[config.mk]
export PLATFORM = sky130hd
export DESIGN_NAME = rounding_divider_pipe_flat
export DESIGN_NICKNAME = d
export VERILOG_FILES = /design/src/rtl/rounding_divider_pipe_if.sv /design/src/rtl/rounding_divider_pipe.sv /design/src/flat_wrapper.sv
export SDC_FILE = /design/constraint.sdc
export NUM_CORES = 1
export LEC_CHECK = 0
export ABC_AREA = 1
export CORE_MARGIN = 2
export CORE_UTILIZATION = 60
export CTS_BUF_LIST = sky130_fd_sc_hd__clkbuf_4
export DETAILED_ROUTE_END_ITERATION = 10
export PLACE_DENSITY_LB_ADDON = 0.08
export SLEW_MARGIN = 20
export SYNTH_ARGS = -nofsm -noshare
export SYNTH_HDL_FRONTEND = slang
export SYNTH_SLANG_ARGS = --single-unit
[constraint.sdc]
create_clock -name clk -period 3.6 [get_ports clk]
set_input_delay 1.08 -clock clk [delete_from_list [all_inputs] [get_ports clk]]
set_output_delay 1.08 -clock clk [all_outputs]
set_load 0.01 [all_outputs]
[src/rtl/rounding_divider_pipe_if.sv]
// rounding_divider_pipe_if
// Valid/ready stream bundle for rounding_divider_pipe.
//   in_valid/in_ready : input handshake; din, shift, mode ride with it
//   out_valid/out_ready : output handshake; dout, sat ride with it
// Modports: master = stream producer/consumer side (testbench or upstream),
//           slave  = the divider itself.
interface rounding_divider_pipe_if #(
  parameter int IN_WIDTH  = 35,
  parameter int OUT_WIDTH = 32,
  parameter int MAX_SHIFT = 7,
  localparam int SHIFT_W  = $clog2(MAX_SHIFT + 1)
);
  logic                 in_valid;
  logic                 in_ready;
  logic [IN_WIDTH-1:0]  din;
  logic [SHIFT_W-1:0]   shift;
  logic [1:0]           mode;
  logic                 out_valid;
  logic                 out_ready;
  logic [OUT_WIDTH-1:0] dout;
  logic                 sat;

  modport master (
    output in_valid, din, shift, mode, out_ready,
    input  in_ready, out_valid, dout, sat
  );

  modport slave (
    input  in_valid, din, shift, mode, out_ready,
    output in_ready, out_valid, dout, sat
  );
endinterface

[src/rtl/rounding_divider_pipe.sv]
// rounding_divider_pipe
// Two-stage streaming divide by 2^shift with selectable rounding and
// saturation to OUT_WIDTH, plus a saturating count of saturated beats.
// Ports:
//   clk      : clock, rising edge
//   resetn   : asynchronous active-low reset
//   bus      : rounding_divider_pipe_if.slave (in/out valid-ready streams)
//   sat_clr  : synchronous clear of sat_cnt (wins over an increment)
//   sat_cnt  : number of saturated beats accepted downstream, sticks at 0xFFFF
// Optional feature macro: RDIV_HALF_EVEN_EN
//   defined   : mode 2 is round-half-even
//   undefined : mode 2 behaves as mode 1 (half-up)
module rounding_divider_pipe #(
  parameter int IN_WIDTH  = 35,
  parameter int OUT_WIDTH = 32,
  parameter int MAX_SHIFT = 7
) (
  input  logic                         clk,
  input  logic                         resetn,
  rounding_divider_pipe_if.slave       bus,
  input  logic                         sat_clr,
  output logic [15:0]                  sat_cnt
);
  localparam int SHIFT_W = $clog2(MAX_SHIFT + 1);
  localparam logic [IN_WIDTH-1:0] ONE = {{(IN_WIDTH-1){1'b0}}, 1'b1};
  // Largest representable output, widened to the no-wrap sum width.
  localparam logic [IN_WIDTH:0] MAXOUT =
    {{(IN_WIDTH+1-OUT_WIDTH){1'b0}}, {OUT_WIDTH{1'b1}}};

  logic [SHIFT_W-1:0]  s;
  logic [IN_WIDTH-1:0] q_c, r_c, mask_c, half_c;
  logic                inc_c, qovf_c;

  logic                s1_valid, s1_inc, s1_qovf;
  logic [IN_WIDTH-1:0] s1_q;
  logic                s2_valid;
  logic [OUT_WIDTH-1:0] dout_q, dout_c;
  logic                sat_q, sat_c;
  logic [IN_WIDTH:0]   sum_c;

  logic s2_ready, s1_adv, in_fire, out_fire;

  // The clamp only exists when the shift field can encode values past MAX_SHIFT.
  generate
    if (((2 ** SHIFT_W) - 1) > MAX_SHIFT) begin : g_clamp
      localparam logic [SHIFT_W-1:0] S_MAX = SHIFT_W'(MAX_SHIFT);
      assign s = (bus.shift > S_MAX) ? S_MAX : bus.shift;
    end else begin : g_noclamp
      assign s = bus.shift;
    end
  endgenerate

  always_comb begin
    q_c    = bus.din >> s;
    mask_c = ~({IN_WIDTH{1'b1}} << s);
    r_c    = bus.din & mask_c;
    // Only meaningful for s != 0; the s = 0 case never looks at it.
    half_c = ONE << (s - 1'b1);
    inc_c  = 1'b0;
    if (s != '0) begin
      case (bus.mode)
        2'd0: inc_c = 1'b0;
        2'd1: inc_c = (r_c >= half_c);
`ifdef RDIV_HALF_EVEN_EN
        2'd2: inc_c = (r_c > half_c) || ((r_c == half_c) && q_c[0]);
`else
        2'd2: inc_c = (r_c >= half_c);
`endif
        default: inc_c = (r_c != '0);
      endcase
    end
    qovf_c = ({1'b0, q_c} > MAXOUT);
  end

  always_comb begin
    sum_c  = {1'b0, s1_q} + {{IN_WIDTH{1'b0}}, s1_inc};
    sat_c  = s1_qovf || (sum_c > MAXOUT);
    dout_c = sat_c ? {OUT_WIDTH{1'b1}} : sum_c[OUT_WIDTH-1:0];
  end

  assign s2_ready     = !s2_valid || bus.out_ready;
  assign s1_adv       = s1_valid && s2_ready;
  assign bus.in_ready = !s1_valid || s2_ready;
  assign in_fire      = bus.in_valid && bus.in_ready;
  assign out_fire     = s2_valid && bus.out_ready;

  assign bus.out_valid = s2_valid;
  assign bus.dout      = dout_q;
  assign bus.sat       = sat_q;

  always_ff @(posedge clk or negedge resetn) begin
    if (!resetn) begin
      s1_valid <= 1'b0;
      s1_q     <= '0;
      s1_inc   <= 1'b0;
      s1_qovf  <= 1'b0;
      s2_valid <= 1'b0;
      dout_q   <= '0;
      sat_q    <= 1'b0;
      sat_cnt  <= '0;
    end else begin
      if (in_fire) begin
        s1_valid <= 1'b1;
        s1_q     <= q_c;
        s1_inc   <= inc_c;
        s1_qovf  <= qovf_c;
      end else if (s1_adv) begin
        s1_valid <= 1'b0;
      end

      if (s2_ready) begin
        s2_valid <= s1_valid;
        if (s1_valid) begin
          dout_q <= dout_c;
          sat_q  <= sat_c;
        end
      end

      if (sat_clr) begin
        sat_cnt <= '0;
      end else if (out_fire && sat_q && (sat_cnt != 16'hFFFF)) begin
        sat_cnt <= sat_cnt + 16'd1;
      end
    end
  end
endmodule

[src/flat_wrapper.sv]
// flat-port wrapper written by rule: the top's interface ports become plain ports
module rounding_divider_pipe_flat 
#(
  parameter int IN_WIDTH  = 35,
  parameter int OUT_WIDTH = 32,
  parameter int MAX_SHIFT = 7
)
  (clk, resetn, sat_clr, sat_cnt, bus_in_valid, bus_din, bus_shift, bus_mode, bus_out_ready, bus_in_ready, bus_out_valid, bus_dout, bus_sat);
  rounding_divider_pipe_if #(.IN_WIDTH(IN_WIDTH), .OUT_WIDTH(OUT_WIDTH), .MAX_SHIFT(MAX_SHIFT)) bus_i ();
  input  logic clk;
  input  logic resetn;
  input  logic sat_clr;
  output logic [15:0] sat_cnt;
  input wire logic [$bits(bus_i.in_valid)-1:0] bus_in_valid;
  input wire logic [$bits(bus_i.din)-1:0] bus_din;
  input wire logic [$bits(bus_i.shift)-1:0] bus_shift;
  input wire logic [$bits(bus_i.mode)-1:0] bus_mode;
  input wire logic [$bits(bus_i.out_ready)-1:0] bus_out_ready;
  output wire logic [$bits(bus_i.in_ready)-1:0] bus_in_ready;
  output wire logic [$bits(bus_i.out_valid)-1:0] bus_out_valid;
  output wire logic [$bits(bus_i.dout)-1:0] bus_dout;
  output wire logic [$bits(bus_i.sat)-1:0] bus_sat;
  assign bus_i.in_valid = bus_in_valid;
  assign bus_i.din = bus_din;
  assign bus_i.shift = bus_shift;
  assign bus_i.mode = bus_mode;
  assign bus_i.out_ready = bus_out_ready;
  assign bus_in_ready = bus_i.in_ready;
  assign bus_out_valid = bus_i.out_valid;
  assign bus_dout = bus_i.dout;
  assign bus_sat = bus_i.sat;
  rounding_divider_pipe #(.IN_WIDTH(IN_WIDTH), .OUT_WIDTH(OUT_WIDTH), .MAX_SHIFT(MAX_SHIFT)) u_core (.clk(clk), .resetn(resetn), .bus(bus_i), .sat_clr(sat_clr), .sat_cnt(sat_cnt));
endmodule
==> metrics.md <==
| Metric | Value |
|---|---|
| Status | complete, no violations |
| Most frequent cells in the layout | nand2_1 (296), nor2_1 (148), clkdlybuf4s50_1 (94), dfrtp_1 (88), inv_1 (55) |
| Final ANT Viol Nets | 0 |
| CP most frequent cell | clkdlybuf4s50_1 |
| Initial drt markers | 427 |
| Synth unique cells | 39 |
| Post-CTS Setup Inserts | 0 |
| Commonest non-fill, non-tap cell in the layout | nand2_1 |
| Wirelength per Cell | 14.2 um |
| Internal | 1.89 mW |
| Finish-stage setup viols | 0 |
| Register-to-Register Setup Slack | 0.71 ns |
| CP Cell Sequence | clkdlybuf4s50_1 -> inv_1 -> nand3_1 -> clkdlybuf4s50_1 |
| RSZ-0062 raised after global routing | no |
| Max cap viols | 0 |
| Measured slew at the worst slew-check pin | 0.891 ns |
| Worst-Skew Late Latency | 0.46 ns |
| Fin crit share | 94.1% |
| CTS resizes | 0 |
| Nets | 1008 |
| CTS Buf Count | 9 |
| Worst hold path type | flip-flop to flip-flop |
| Buffers on Ports | 95 |
| Top Ports | 96 |
| Sequential power share | 45.9% |
| Pin count of the biggest net entering global routing | 89 |
| Die Wd | 103 um |
| Core area | 9680 sq um |
| DR DRC count | 0 |
| R2r endpoint | u_core.bus.dout[9] |
| Final Hold Viols | 0 |
| Cell area power density | 419 nW/um^2 |
| Final slew viol count | 0 |
| Gr usage total | 30.3% |
| Diodes inserted | 0 |
| Required @ worst endpoint | 2.52 ns |
| Vias | 6022 |
| Fmax achieved | 0.295 GHz |
| Mapped Nets | 924 |
| Most area-consuming cells after synthesis | dfrtp_1 (37%), nand2_1 (19%), nor2_1 (9.4%), o21ai_0 (4.1%), o221ai_1 (4.0%) |
| Sequential share of the synthesized area | 37.3% |
| Initial antenna violation count | 0 |
| Cell area after synthesis | 5910 sq um |
| Worst VDD drop | 246 uV |
| YS warnings | 0 |
| Placed wire-length estimate | 12100 um |
| Net Sw Frac | 36.8% |
| Rows | 36 |
| TritonRoute pass-1 iters | 5 |
| Rel. slew slack | 40.3% |
| CP endpoint kind | output port |
| Worst r2r path cells | 13 |
| Post-Route Skew | 0.0281 ns |
| Fin crit period | 3.39 ns |
| Worst Path Arrival | 2.31 ns |
| CP startpoint | bus_out_ready |
| Gate power share | 34.9% |
| Max stage delay cell, worst path | clkdlybuf4s50_1 |
| Worst Path Max Fanout | 3 |
| P_sw | 1.10 mW |
| Die area | 10700 sq um |
| Hold Crit Depth | 2 |
| Startpoint Class | primary input |
| Avg Vias per Cell | 5.53 |
| Height of the die | 103 um |
| Clk buf depth | 2 |
| H-tree levels | 3 |
| TNS Setup | 0 ns |
| First-pass GRT wire length | 25500 um |
| Synth Register Bits | 88 |
| Clock-pin slew on the worst setup and hold paths | 0.14 ns |
| Post-synth top area share | 37.3% |
| Layout cells sized above 1 | 5.86% |
| Overall Power | 2.98 mW |
| Cells after Synth | 866 |
| Vias in the first global route | 5470 |
| Avg Inst Size Synth | 6.82 sq um |
| CTS tree | yes |
| Hold_buf cts | 0 |
| Grt ovf | 0 |
| DRT Wirelength | 15500 um |
| Clk pwr share | 19.2% |
| FF-to-FF Start | u_core.s1_q[0] |
| CTS Sinks | 88 |
| Area Growth Syn to Fin | 20.4% |
| Initial Utilization | 61.0% |
| CTS Root Cell | clkbuf_4 |
| Critical path's largest stage delay | 0.56 ns |
| CP endpoint | bus_in_ready |
| Placer Congestion | 0.918 |
| Critical path type | primary input to output port |
| Leakage | 3.07 nW |
| Leading area contributor after synthesis | dfrtp_1 |
area by class of cell:
class | instances | area [sq um]
clock buffer | 11 | 82.6
sequential | 88 | 2200
clock inverter | 5 | 56.3
inverter | 59 | 221
tap | 133 | 166
timing repair buffer | 106 | 1050
fill | 810 | 2570
multi-input combinational | 686 | 3340
stage by stage:
step / setup slack, ns / instances / hold slack (ns) / util, % / area (sq um)
2_1_floorplan: 0.586 / 866 / 0.453 / - / 5910
3_3_place_gp: 0.259 / 1072 / 0.467 / 72.0 / 6970
3_5_place_dp: 0.122 / 1072 / 0.477 / 72.0 / 6970
4_1_cts: 0.225 / 1088 / 0.509 / 73.4 / 7110
5_1_grt: 0.178 / 1088 / 0.537 / 73.5 / 7110
6_report: 0.211 / 1088 / 0.509 / 73.5 / 7110
cell usage after synthesis, drive strengths merged:
master  instances
xor2           13
o22ai           4
nor3           10
xnor2          14
nand3          34
o211a           1
a21boi          1
a21oi          16
o221ai         27
mux2i           6
nor2          165
a31oi           3
buf             7
dfrtp          88
and3            2
o21a            2
o211ai          1
clkinv          2
inv            57
nand3b          1
a211oi          1
a22oi           2
nand4          15
ha             13
or2             1
o21bai          1
nor4            2
nand2         302
o21ai          49
clkbuf         26
worst min-delay path by stage:
stage	endpoint	from	slack (ns)
floorplan	u_core.s1_inc	u_core.s1_inc	0.45
global placement	u_core.bus.dout[1]	u_core.bus.dout[1]	0.47
detailed placement	u_core.bus.dout[1]	u_core.bus.dout[1]	0.48
finish	u_core.bus.dout[1]	u_core.bus.dout[1]	0.51
global route	u_core.bus.dout[1]	u_core.bus.dout[1]	0.54
CTS	u_core.bus.dout[1]	u_core.bus.dout[1]	0.51
critical path: cells and delay by family:
family        cells  cell delay, ns
buf+inv           3            1.10
simple gates      1            0.13
flip-flops by register name (all words and copies together) (netlist names):
name and count:
u_core.s1_q 35, u_core.bus.dout 32, u_core.sat_cnt 16, u_core.bus.out_valid 1, u_core.bus.sat 1, u_core.s1_inc 1
u_core.s1_qovf 1, u_core.s1_valid 1
logic make-up (layout without fill, tap and decap cells):
| group | count (synthesis) | count (layout) | synth area share [%] |
|---|---|---|---|
| and+or+nand+nor | 532 | 532 | 37.3 |
| AOI/OAI and AO/OA | 108 | 108 | 11.4 |
| buffers and inverters | 92 | 181 | 6.25 |
| DFF | 88 | 88 | 37.3 |
| xor gates and xnor gates | 27 | 27 | 4.00 |
| adders and majority gates | 13 | 13 | 2.75 |
| muxes | 6 | 6 | 1.02 |
metal layers:
metal / routed length (um) / global-route usage (%) / vias to the layer above / share of wire (%)
met5: 0 / 0 / - / 0
met4: 189 / 8.70 / 0 / 1.2
met3: 848 / 4.03 / 16 / 5.5
met2: 7510 / 50.7 / 202 / 48
met1: 6960 / 41.5 / 2826 / 45
li1: - / - / 2978 / -
power by group through the flow:
stage          Sequential [mW]  Combinational, mW  Clock, mW
5_1_grt                   1.39               1.17      0.610
2_1_floorplan             1.38              0.561          0
4_1_cts                   1.36               1.04      0.572
3_3_place_gp              1.37               1.01          0
3_5_place_dp              1.39               1.04          0
6_report                  1.37               1.04      0.573
Power figures use the tool's default switching activity.
